## src/rtl/tele_line_arbiter_if.sv

```systemverilog
// Handset-side request/response bundle for the trunk line arbiter.
// i_* are driven toward the arbiter and o_* are driven by the arbiter.
interface tele_line_arbiter_if #(
    parameter int N_PORTS = 4,
    parameter int ID_W    = $clog2(N_PORTS)
);
    logic [N_PORTS-1:0] i_req;
    logic [N_PORTS-1:0] i_release;
    logic [N_PORTS-1:0] i_cancel;
    logic               i_pickup;
    logic [N_PORTS-1:0] o_grant;
    logic [ID_W-1:0]    o_owner_id;
    logic               o_in_call;
    logic               o_dial_timeout;
    logic               o_call_timeout;
    logic               o_busy;

    modport master (
        output i_req, i_release, i_cancel, i_pickup,
        input  o_grant, o_owner_id, o_in_call, o_dial_timeout, o_call_timeout, o_busy
    );

    modport slave (
        input  i_req, i_release, i_cancel, i_pickup,
        output o_grant, o_owner_id, o_in_call, o_dial_timeout, o_call_timeout, o_busy
    );
endinterface

```

## src/rtl/tele_line_arbiter.sv

```systemverilog
// Round-robin trunk arbiter with dial/call sequencing; grant 1 cycle after req, all outputs registered, no backpressure.
// TELE_EMERG_PRIO_EN: port 0 always wins arbitration and is exempt from the call-duration timeout.
module tele_line_arbiter #(
    parameter int N_PORTS    = 4,
    parameter int DIAL_LIMIT = 5,
    parameter int CALL_LIMIT = 250,
    parameter int CNT_W      = 8
) (
    input  logic clk,
    input  logic reset,
    tele_line_arbiter_if.slave bus
);
    localparam int ID_W = $clog2(N_PORTS);

    typedef enum logic [2:0] {
        S_IDLE,
        S_DIAL,
        S_CONN,
        S_REL,
        S_TMO
    } state_t;

    state_t             r_state, w_state_nxt;
    logic [ID_W-1:0]    r_owner, w_owner_nxt;
    logic [ID_W-1:0]    r_rr_ptr, w_rr_nxt;
    logic [CNT_W-1:0]   r_dial_cnt, w_dial_nxt;
    logic [CNT_W-1:0]   r_call_cnt, w_call_nxt;
    logic [N_PORTS-1:0] r_grant, w_grant_nxt;
    logic [ID_W-1:0]    r_owner_id, w_owner_id_nxt;
    logic               r_in_call, w_in_call_nxt;
    logic               r_dial_to, w_dial_to_nxt;
    logic               r_call_to, w_call_to_nxt;
    logic               r_busy, w_busy_nxt;

    logic               w_found;
    logic [ID_W-1:0]    w_winner;
    logic [ID_W-1:0]    w_cand;
    logic               w_call_limited;

    function automatic logic [ID_W-1:0] wrap_inc(input logic [ID_W-1:0] v);
        return (32'(v) == N_PORTS - 1) ? '0 : v + 1'b1;
    endfunction

`ifdef TELE_EMERG_PRIO_EN
    assign w_call_limited = (r_owner != '0);
`else
    assign w_call_limited = 1'b1;
`endif

    // Search upward from the rr pointer with wrap; first hit wins.
    always_comb begin
        w_found  = 1'b0;
        w_winner = '0;
        w_cand   = r_rr_ptr;
        for (int k = 0; k < N_PORTS; k++) begin
            if (!w_found && bus.i_req[w_cand]) begin
                w_found  = 1'b1;
                w_winner = w_cand;
            end
            w_cand = wrap_inc(w_cand);
        end
`ifdef TELE_EMERG_PRIO_EN
        if (bus.i_req[0]) begin
            w_found  = 1'b1;
            w_winner = '0;
        end
`endif
    end

    always_comb begin
        w_state_nxt = r_state;
        w_owner_nxt = r_owner;
        w_rr_nxt    = r_rr_ptr;
        case (r_state)
            S_IDLE: begin
                if (w_found) begin
                    w_state_nxt = S_DIAL;
                    w_owner_nxt = w_winner;
                end
            end
            S_DIAL: begin
                if (bus.i_release[r_owner] || !bus.i_req[r_owner]) begin
                    w_state_nxt = S_REL;
                end else if (bus.i_pickup) begin
                    w_state_nxt = S_CONN;
                end else if (r_dial_cnt == CNT_W'(DIAL_LIMIT - 1)) begin
                    w_state_nxt = S_TMO;
                end
            end
            S_CONN: begin
                if (bus.i_release[r_owner]) begin
                    w_state_nxt = S_REL;
                end else if (w_call_limited && r_call_cnt == CNT_W'(CALL_LIMIT - 1)) begin
                    w_state_nxt = S_TMO;
                end
            end
            S_REL: begin
                w_state_nxt = S_IDLE;
                w_rr_nxt    = wrap_inc(r_owner);
            end
            S_TMO: begin
                if (bus.i_cancel[r_owner]) begin
                    w_state_nxt = S_IDLE;
                    w_rr_nxt    = wrap_inc(r_owner);
                end
            end
            default: begin
                w_state_nxt = S_IDLE;
            end
        endcase
    end

    // Counters run only while staying in their state; any exit clears them.
    always_comb begin
        w_dial_nxt = '0;
        w_call_nxt = '0;
        if (r_state == S_DIAL && w_state_nxt == S_DIAL) begin
            w_dial_nxt = r_dial_cnt + 1'b1;
        end
        if (r_state == S_CONN && w_state_nxt == S_CONN) begin
            w_call_nxt = (r_call_cnt == CNT_W'(CALL_LIMIT - 1)) ? r_call_cnt : r_call_cnt + 1'b1;
        end
    end

    // Moore outputs computed from the next state and registered with it.
    always_comb begin
        w_grant_nxt    = '0;
        w_owner_id_nxt = '0;
        w_in_call_nxt  = 1'b0;
        w_dial_to_nxt  = 1'b0;
        w_call_to_nxt  = 1'b0;
        w_busy_nxt     = (w_state_nxt != S_IDLE);
        if (w_state_nxt != S_IDLE) begin
            w_owner_id_nxt = w_owner_nxt;
        end
        if (w_state_nxt == S_DIAL || w_state_nxt == S_CONN || w_state_nxt == S_TMO) begin
            w_grant_nxt = N_PORTS'(1) << w_owner_nxt;
        end
        if (w_state_nxt == S_CONN) begin
            w_in_call_nxt = 1'b1;
        end
        if (w_state_nxt == S_TMO) begin
            w_dial_to_nxt = (r_state == S_DIAL) || r_dial_to;
            w_call_to_nxt = (r_state == S_CONN) || r_call_to;
        end
    end

    always_ff @(posedge clk or posedge reset) begin
        if (reset) begin
            r_state    <= S_IDLE;
            r_owner    <= '0;
            r_rr_ptr   <= '0;
            r_dial_cnt <= '0;
            r_call_cnt <= '0;
            r_grant    <= '0;
            r_owner_id <= '0;
            r_in_call  <= 1'b0;
            r_dial_to  <= 1'b0;
            r_call_to  <= 1'b0;
            r_busy     <= 1'b0;
        end else begin
            r_state    <= w_state_nxt;
            r_owner    <= w_owner_nxt;
            r_rr_ptr   <= w_rr_nxt;
            r_dial_cnt <= w_dial_nxt;
            r_call_cnt <= w_call_nxt;
            r_grant    <= w_grant_nxt;
            r_owner_id <= w_owner_id_nxt;
            r_in_call  <= w_in_call_nxt;
            r_dial_to  <= w_dial_to_nxt;
            r_call_to  <= w_call_to_nxt;
            r_busy     <= w_busy_nxt;
        end
    end

    assign bus.o_grant        = r_grant;
    assign bus.o_owner_id     = r_owner_id;
    assign bus.o_in_call      = r_in_call;
    assign bus.o_dial_timeout = r_dial_to;
    assign bus.o_call_timeout = r_call_to;
    assign bus.o_busy         = r_busy;
endmodule

```

## src/flat_wrapper.sv

```systemverilog
// flat-port wrapper written by rule: the top's interface ports become plain ports
module tele_line_arbiter_flat 
#(
    parameter int N_PORTS    = 4,
    parameter int DIAL_LIMIT = 5,
    parameter int CALL_LIMIT = 250,
    parameter int CNT_W      = 8
)
  (clk, reset, bus_i_req, bus_i_release, bus_i_cancel, bus_i_pickup, bus_o_grant, bus_o_owner_id, bus_o_in_call, bus_o_dial_timeout, bus_o_call_timeout, bus_o_busy);
  tele_line_arbiter_if #(.N_PORTS(N_PORTS)) bus_i ();
  input  logic clk;
  input  logic reset;
  input wire logic [$bits(bus_i.i_req)-1:0] bus_i_req;
  input wire logic [$bits(bus_i.i_release)-1:0] bus_i_release;
  input wire logic [$bits(bus_i.i_cancel)-1:0] bus_i_cancel;
  input wire logic [$bits(bus_i.i_pickup)-1:0] bus_i_pickup;
  output wire logic [$bits(bus_i.o_grant)-1:0] bus_o_grant;
  output wire logic [$bits(bus_i.o_owner_id)-1:0] bus_o_owner_id;
  output wire logic [$bits(bus_i.o_in_call)-1:0] bus_o_in_call;
  output wire logic [$bits(bus_i.o_dial_timeout)-1:0] bus_o_dial_timeout;
  output wire logic [$bits(bus_i.o_call_timeout)-1:0] bus_o_call_timeout;
  output wire logic [$bits(bus_i.o_busy)-1:0] bus_o_busy;
  assign bus_i.i_req = bus_i_req;
  assign bus_i.i_release = bus_i_release;
  assign bus_i.i_cancel = bus_i_cancel;
  assign bus_i.i_pickup = bus_i_pickup;
  assign bus_o_grant = bus_i.o_grant;
  assign bus_o_owner_id = bus_i.o_owner_id;
  assign bus_o_in_call = bus_i.o_in_call;
  assign bus_o_dial_timeout = bus_i.o_dial_timeout;
  assign bus_o_call_timeout = bus_i.o_call_timeout;
  assign bus_o_busy = bus_i.o_busy;
  tele_line_arbiter #(.N_PORTS(N_PORTS), .DIAL_LIMIT(DIAL_LIMIT), .CALL_LIMIT(CALL_LIMIT), .CNT_W(CNT_W)) u_core (.clk(clk), .reset(reset), .bus(bus_i));
endmodule
```

## config.mk

```make
export PLATFORM = sky130hd
export DESIGN_NAME = tele_line_arbiter_flat
export DESIGN_NICKNAME = d
export VERILOG_FILES = /design/src/rtl/tele_line_arbiter_if.sv /design/src/rtl/tele_line_arbiter.sv /design/src/flat_wrapper.sv
export SDC_FILE = /design/constraint.sdc
export NUM_CORES = 1
export LEC_CHECK = 0
export ABC_AREA = 1
export CAP_MARGIN = 20
export CORE_MARGIN = 2
export CORE_UTILIZATION = 45
export DETAILED_ROUTE_END_ITERATION = 6
export GPL_TIMING_DRIVEN = 0
export MAX_ROUTING_LAYER = met4
export PLACE_DENSITY = 0.67
export SETUP_SLACK_MARGIN = 0.3
export SLEW_MARGIN = 0
export SYNTH_ARGS = -nofsm -noshare
export SYNTH_HDL_FRONTEND = slang
export SYNTH_SLANG_ARGS = --single-unit
```

## constraint.sdc

```tcl
create_clock -name clk -period 2.8 [get_ports clk]
set_input_delay 0.56 -clock clk [delete_from_list [all_inputs] [get_ports clk]]
set_output_delay 0.56 -clock clk [all_outputs]
set_load 0.05 [all_outputs]
```

* Word level (Yosys, flattened, before mapping)
Index checks and enable logic that the tools add are counted.
** Word-level totals
- Register bits after elaboration :: 33
- Input bits :: 15
- Output and inout bits :: 10
- Logic and storage cells :: 102
** Operators by class
- Add/subtract/negate cells :: 6
- $lt $le $gt $ge :: 5
- Equal/unequal tests :: 15
- Shifts and indexed selects :: 1
- Multiplexer cells :: 46
- Reductions and logical operators :: 18
** Operator list (count)
- $mux W2 :: 12
- $mux W8 :: 3
- $mux W3 :: 7
- $add A8 B1 Y8 const B :: 2
- $lt A2 B3 Y1 const B :: 5
- $bmux W1 S2 :: 7
- $mux W1 :: 14
- $pmux W3 S4 :: 1
- $eq A3 B2 Y1 const B :: 3
- $add A2 B1 Y2 const B :: 4
- $eq A2 B2 Y1 const B :: 4
- $eq A8 B3 Y1 const B :: 1
- $eq A8 B8 Y1 const B :: 1
- $eq A3 B1 Y1 const B :: 2
- $eq A3 B3 Y1 const B :: 2
- $logic_and A1 B1 Y1 :: 5
- $logic_or A1 B1 Y1 :: 5
- $logic_not A1 Y1 :: 4
- $mux W4 :: 1
- $pmux W2 S2 :: 1
- $shl A1 B2 Y4 const A :: 1
- $logic_not A3 Y1 :: 1
- $reduce_bool A3 Y1 :: 1
- $ne A2 B1 Y1 const B :: 1
- other kinds (3) :: 3

* Logic depth before layout (Yosys ltp)
- Word-level depth :: 18
- Depth in mapped cells :: 14
- Depth with buffers taken out :: 13

* Worst setup path before layout
Ideal clock, no wire load.
- Kind :: flip-flop to flip-flop
- From :: register u_core.r_rr_ptr[1]
- To :: register u_core.r_grant[0], in the netlist u_core.bus.o_grant[0]
- Setup time :: 0.122 ns
- Data arrival time :: 1.590 ns
- Required time :: 2.678 ns
- Setup slack :: 1.089 ns
- Cell stages (with the launch flop) :: 12
- Buffers on the path :: 0
- Period minus slack after synthesis :: 1.711 ns
- Cell sequence :: dfrtp_1 -> ha_1 -> inv_1 -> nand2_1 -> nand3_1 -> nand2_2 -> nand3_4 -> nand2_4 -> nand3_4 -> nand2_1 -> nor2_2 -> nor2_1
** On the way
- Cells in the longest elaborated chain, start to end :: 18
- Elaborated cells on any way between the ends :: 42
- Classes of those cells :: 3 x add/sub; 6 x eq/ne; 1 x shift; 24 x mux; 8 x reduce/logical
** RTL lines
- start: declaration :: line tele_line_arbiter.sv:25 : logic [ID_W-1:0] r_rr_ptr, w_rr_nxt;
- start signal: assignment :: line tele_line_arbiter.sv:164 : r_rr_ptr <= w_rr_nxt;
- branches (longest 17 deep; another with $add A2 B1 Y2)
- $mux W4 (*) :: line tele_line_arbiter.sv:136 : if (w_state_nxt == S_DIAL || w_state_nxt == S_CONN || w_state_nxt == S_TMO) begin
- named net u_core.w_grant_nxt[0] :: line tele_line_arbiter.sv:28 : logic [N_PORTS-1:0] r_grant, w_grant_nxt;
- end signal: assignment :: line tele_line_arbiter.sv:167 : r_grant <= w_grant_nxt;
- end: declaration :: line tele_line_arbiter.sv:28
Mark *: on every way through the listed nets, which the timed path passes. The select of a mux whose other input is x is not followed.
A chain may end at the register's enable or synchronous reset.

* Final worst setup path
- From :: input bus_i_req[0]
- To :: register u_core.r_grant[0], in the netlist u_core.bus.o_grant[0]
** On the way
- Cells in the longest elaborated chain, start to end :: 18
- Elaborated cells on any way between the ends :: 38
- Classes of those cells :: 3 x eq/ne; 1 x shift; 24 x mux; 10 x reduce/logical
** RTL lines
- start: declaration :: line flat_wrapper.sv:13 : input wire logic [$bits(bus_i.i_req)-1:0] bus_i_req;
- $bmux W1 S2 :: line tele_line_arbiter.sv:56 : if (!w_found && bus.i_req[w_cand]) begin
- $mux W1 (not written as such) :: line tele_line_arbiter.sv:56
- $mux W1 :: line tele_line_arbiter.sv:56
- $logic_not A1 Y1 :: line tele_line_arbiter.sv:56
- $logic_and A1 B1 Y1 :: line tele_line_arbiter.sv:56
- $mux W1 :: line tele_line_arbiter.sv:56
- $logic_not A1 Y1 :: line tele_line_arbiter.sv:56
- $logic_and A1 B1 Y1 :: line tele_line_arbiter.sv:56
- [... 2 more ...]
- $logic_and A1 B1 Y1 :: line tele_line_arbiter.sv:56
- $mux W1 :: line tele_line_arbiter.sv:56
- $mux W3 :: line tele_line_arbiter.sv:76 : if (w_found) begin
- $pmux W3 S4 :: line tele_line_arbiter.sv:74 : case (r_state)
- $eq A3 B1 Y1 or $eq A3 B2 Y1 (tied branches) :: line tele_line_arbiter.sv:136
- $logic_or A1 B1 Y1 (2 in a row) :: line tele_line_arbiter.sv:136
- $mux W4 (*) :: line tele_line_arbiter.sv:136
- named net u_core.w_grant_nxt[0] :: line tele_line_arbiter.sv:28
The timed path passes the listed nets; every way through them passes the cells marked *. The select of a mux whose other input is x is not followed.

==> flow_summary.toml <==
[status]
outcome = "completed"

[worst_setup_path]
crit_family = "simple AND/OR/NAND/NOR gates"
r2r-start = "u_core.r_rr_ptr[1]$_DFFE_PP0P_"
cp_slowest_cell = "clkdlybuf4s50_1"
crit_start = "bus_i_req[0]"
cp-end-kind = "flop"
crit_type = "primary input to flop"
worstPathCellList = "clkdlybuf4s50_1 > o211ai_1 > nand2_1 > nand2_1 > nor2_1 > nor2_1 > nand2_1 > nor2_2 > nor2_1"
crit_buf_inv = 1
arrival_ns = 2.19
crit_required_ns = 2.97
crit_path_start_kind = "primary input"
slowest_delay_ns = 0.51
path_max_fanout = 4

[flow_run]
max_cap_viol_count = 0

[floorplanning]
rows = 24
die_area_um2 = 5210
boundaryPins = 25
start_util = 0.474
fp.dieW_um = 72.2
core_um2 = 4410
die-height_um = 72.2

[power_and_ir_drop]
net-switching-power_mw = 1.38
power_frac_comb = 0.631
peakVddDrop_mv = 0.588
p_total_mw = 2.71
pwr-share-clk = 0.128
pwr-share-seq = 0.242
p_int_mw = 1.32
power_density_nw_per_um2 = 1080
leakagePower_nw = 1.20
p_sw_frac = 0.511

[timing]
finalClockSkew_ns = 0.00710
setup-violations-final = 0
period_share = 0.723
hold_ws_ns = 0.473
rsz0062_at_grt = "no"
slew_violations = 0
relSlewSlack = 0.556
period_minus_slack_ns = 2.03
final_hold_viol_count = 0
worst_pin_slew_ns = 0.665
setup_tns_ns = 0
max_freq_mhz = 494

[synth]
syn-num-nets = 279
synthMuxAreaShare = 0
yosys_warnings = 0
synth_fa_ha_area_frac = 0.0359
synth_area_um2 = 2090
synth_seq_cells = 33
synthXorXnorAreaFrac = 0.0377
ys_seq_area_frac = 0.395
synth_top_family_by_area = "simple AND/OR/NAND/NOR gates"
avgSynthCellArea_um2 = 8.11
syn_inst = 258
yosys.area_share.simple = 0.395
synthDistinctLibCells = 30
synth-compound-area-share = 0.0544

[cts]
clk_latency_ns = 0.28
cts_tree = "done"
cts_made_buffers = 5
postCtsSetupRepairBufs = 0
cts_sinks = 33
cts_root_buf = "clkbuf_8"
clk_pin_slew_worst_paths_ns = 0.07
clk_path_buf_depth = 2
cts_resized = 0
htree_levels = 2
hold_buffers = 0

[grt]
grt_pass1_vias = 1618
grt_use_total = 0.169
grt_antenna_before_repair = 0
grt_pass1_wl_um = 6730
grt.overflow.total = 0
grt_max_degree = 19

[cells_and_area]
layout.cells.non_filler = 343
antenna_cells = 0
final_cell_mix = "nand2_1 (54), dfrtp_1 (33), inv_1 (30)"
drive_above_1_share = 0.234
area.growth.synth_to_final_pct = 20.0
final_common_cell = "nand2_1"
final_nets = 311

[route]
drt_iter0_markers = 68
drc_errors = 0
wl_um = 3760
num_vias = 1653
wl_per_cell_um = 11.0
final_antenna_net_count = 0
dr.pass1.iters = 4
vias_per_cell = 4.82

[placed_design]
portBuffers = 24
dp_cells = 335
dp_hpwl_um = 3050
gp_congestion = 0.854

[hold_path]
min-delay-start = "u_core.r_dial_cnt[0]$_DFF_PP0_"
min_path_type = "flop to flop"
## cells in the mapped netlist, drive strengths merged
cell,instances,area [µm²]
a21oi,6,48.8
buf,2,18.8
clkinv,1,5.00
dfrtp,33,826
ha,6,75.1
inv,38,148
nand2,76,390
nand3,30,175
nand3b,1,7.51
nand4,2,12.5
nor2,40,226
nor3,3,15.0
o211ai,2,15.0
o21a,1,7.51
o21ai,7,35.0
o31ai,1,7.51
xnor2,3,26.3
xor2,6,52.6
## through the flow
stage	utilization	setup WS, ns	area [µm²]
4_1_cts	0.569	0.769	2510
3_5_place_dp	0.549	0.474	2420
5_1_grt	0.569	0.604	2510
2_1_floorplan	-	1.09	2090
3_3_place_gp	0.543	0.478	2400
6_report	0.569	0.775	2510
## power by group through the flow
stage | Sequential, mW | Combinational (mW) | Clock, mW
2_1_floorplan | 0.789 | 1.26 | 0
3_3_place_gp | 0.661 | 1.69 | 0
3_5_place_dp | 0.665 | 1.72 | 0
4_1_cts | 0.656 | 1.73 | 0.362
5_1_grt | 0.668 | 1.90 | 0.382
6_report | 0.654 | 1.71 | 0.346
## final timing paths
check	endpoint	slack, ns	cells past startpoint
max reg2reg	u_core.bus.o_grant[0]$_DFF_PP0_	0.83	11
max	u_core.bus.o_grant[0]$_DFF_PP0_	0.77	9
min in group asynchronous	u_core.r_dial_cnt[0]$_DFF_PP0_	0.67	2
min	u_core.r_dial_cnt[0]$_DFF_PP0_	0.47	1
min reg2reg	u_core.r_dial_cnt[0]$_DFF_PP0_	0.47	1
max in group asynchronous	u_core.r_call_cnt[5]$_DFFE_PP0P_	1.61	3
## worst register-to-register path, delay by kind of cell (launching register included)
kind | cells | cell delay, ns
AND/OR/NAND/NOR | 8 | 0.86
flip-flops | 1 | 0.43
buffers and inverters | 2 | 0.21
adder cells (fa/ha/maj) | 1 | 0.36
## state kept, by name, indices dropped and copies added (netlist names)
name / count
u_core.bus.o_in_call: 1
u_core.r_owner: 2
u_core.bus.o_grant: 4
u_core.bus.o_dial_timeout: 1
u_core.r_dial_cnt: 8
u_core.bus.o_call_timeout: 1
u_core.r_rr_ptr: 2
u_core.bus.o_busy: 1
u_core.r_state: 3
u_core.r_call_cnt: 8
u_core.bus.o_owner_id: 2
## cells by family after synthesis
| family | after synthesis |
|---|---|
| simple gates | 152 |
| fa+ha+maj | 6 |
| buf+inv | 41 |
| compound gates | 17 |
| flops | 33 |
| xor+xnor | 9 |
## final cells by class
type                       instances  area (µm²)
buffer                             2        18.8
clock buffer                       5        68.8
clock inverter                     3        17.5
fill                             414        1900
inverter                          39         153
multi-input combinational        184        1090
sequential                        33         826
tap                               52        65.1
timing repair buffer              25         268
## layer usage
metal	up-vias	part of all wire	global-route usage
met5	-	0	-
met4	0	0.0088	0.0566
met3	4	0.021	0.0333
met2	16	0.52	0.288
met1	764	0.45	0.198
li1	869	-	-
Note: power is estimated with default switching activity, not from simulation.
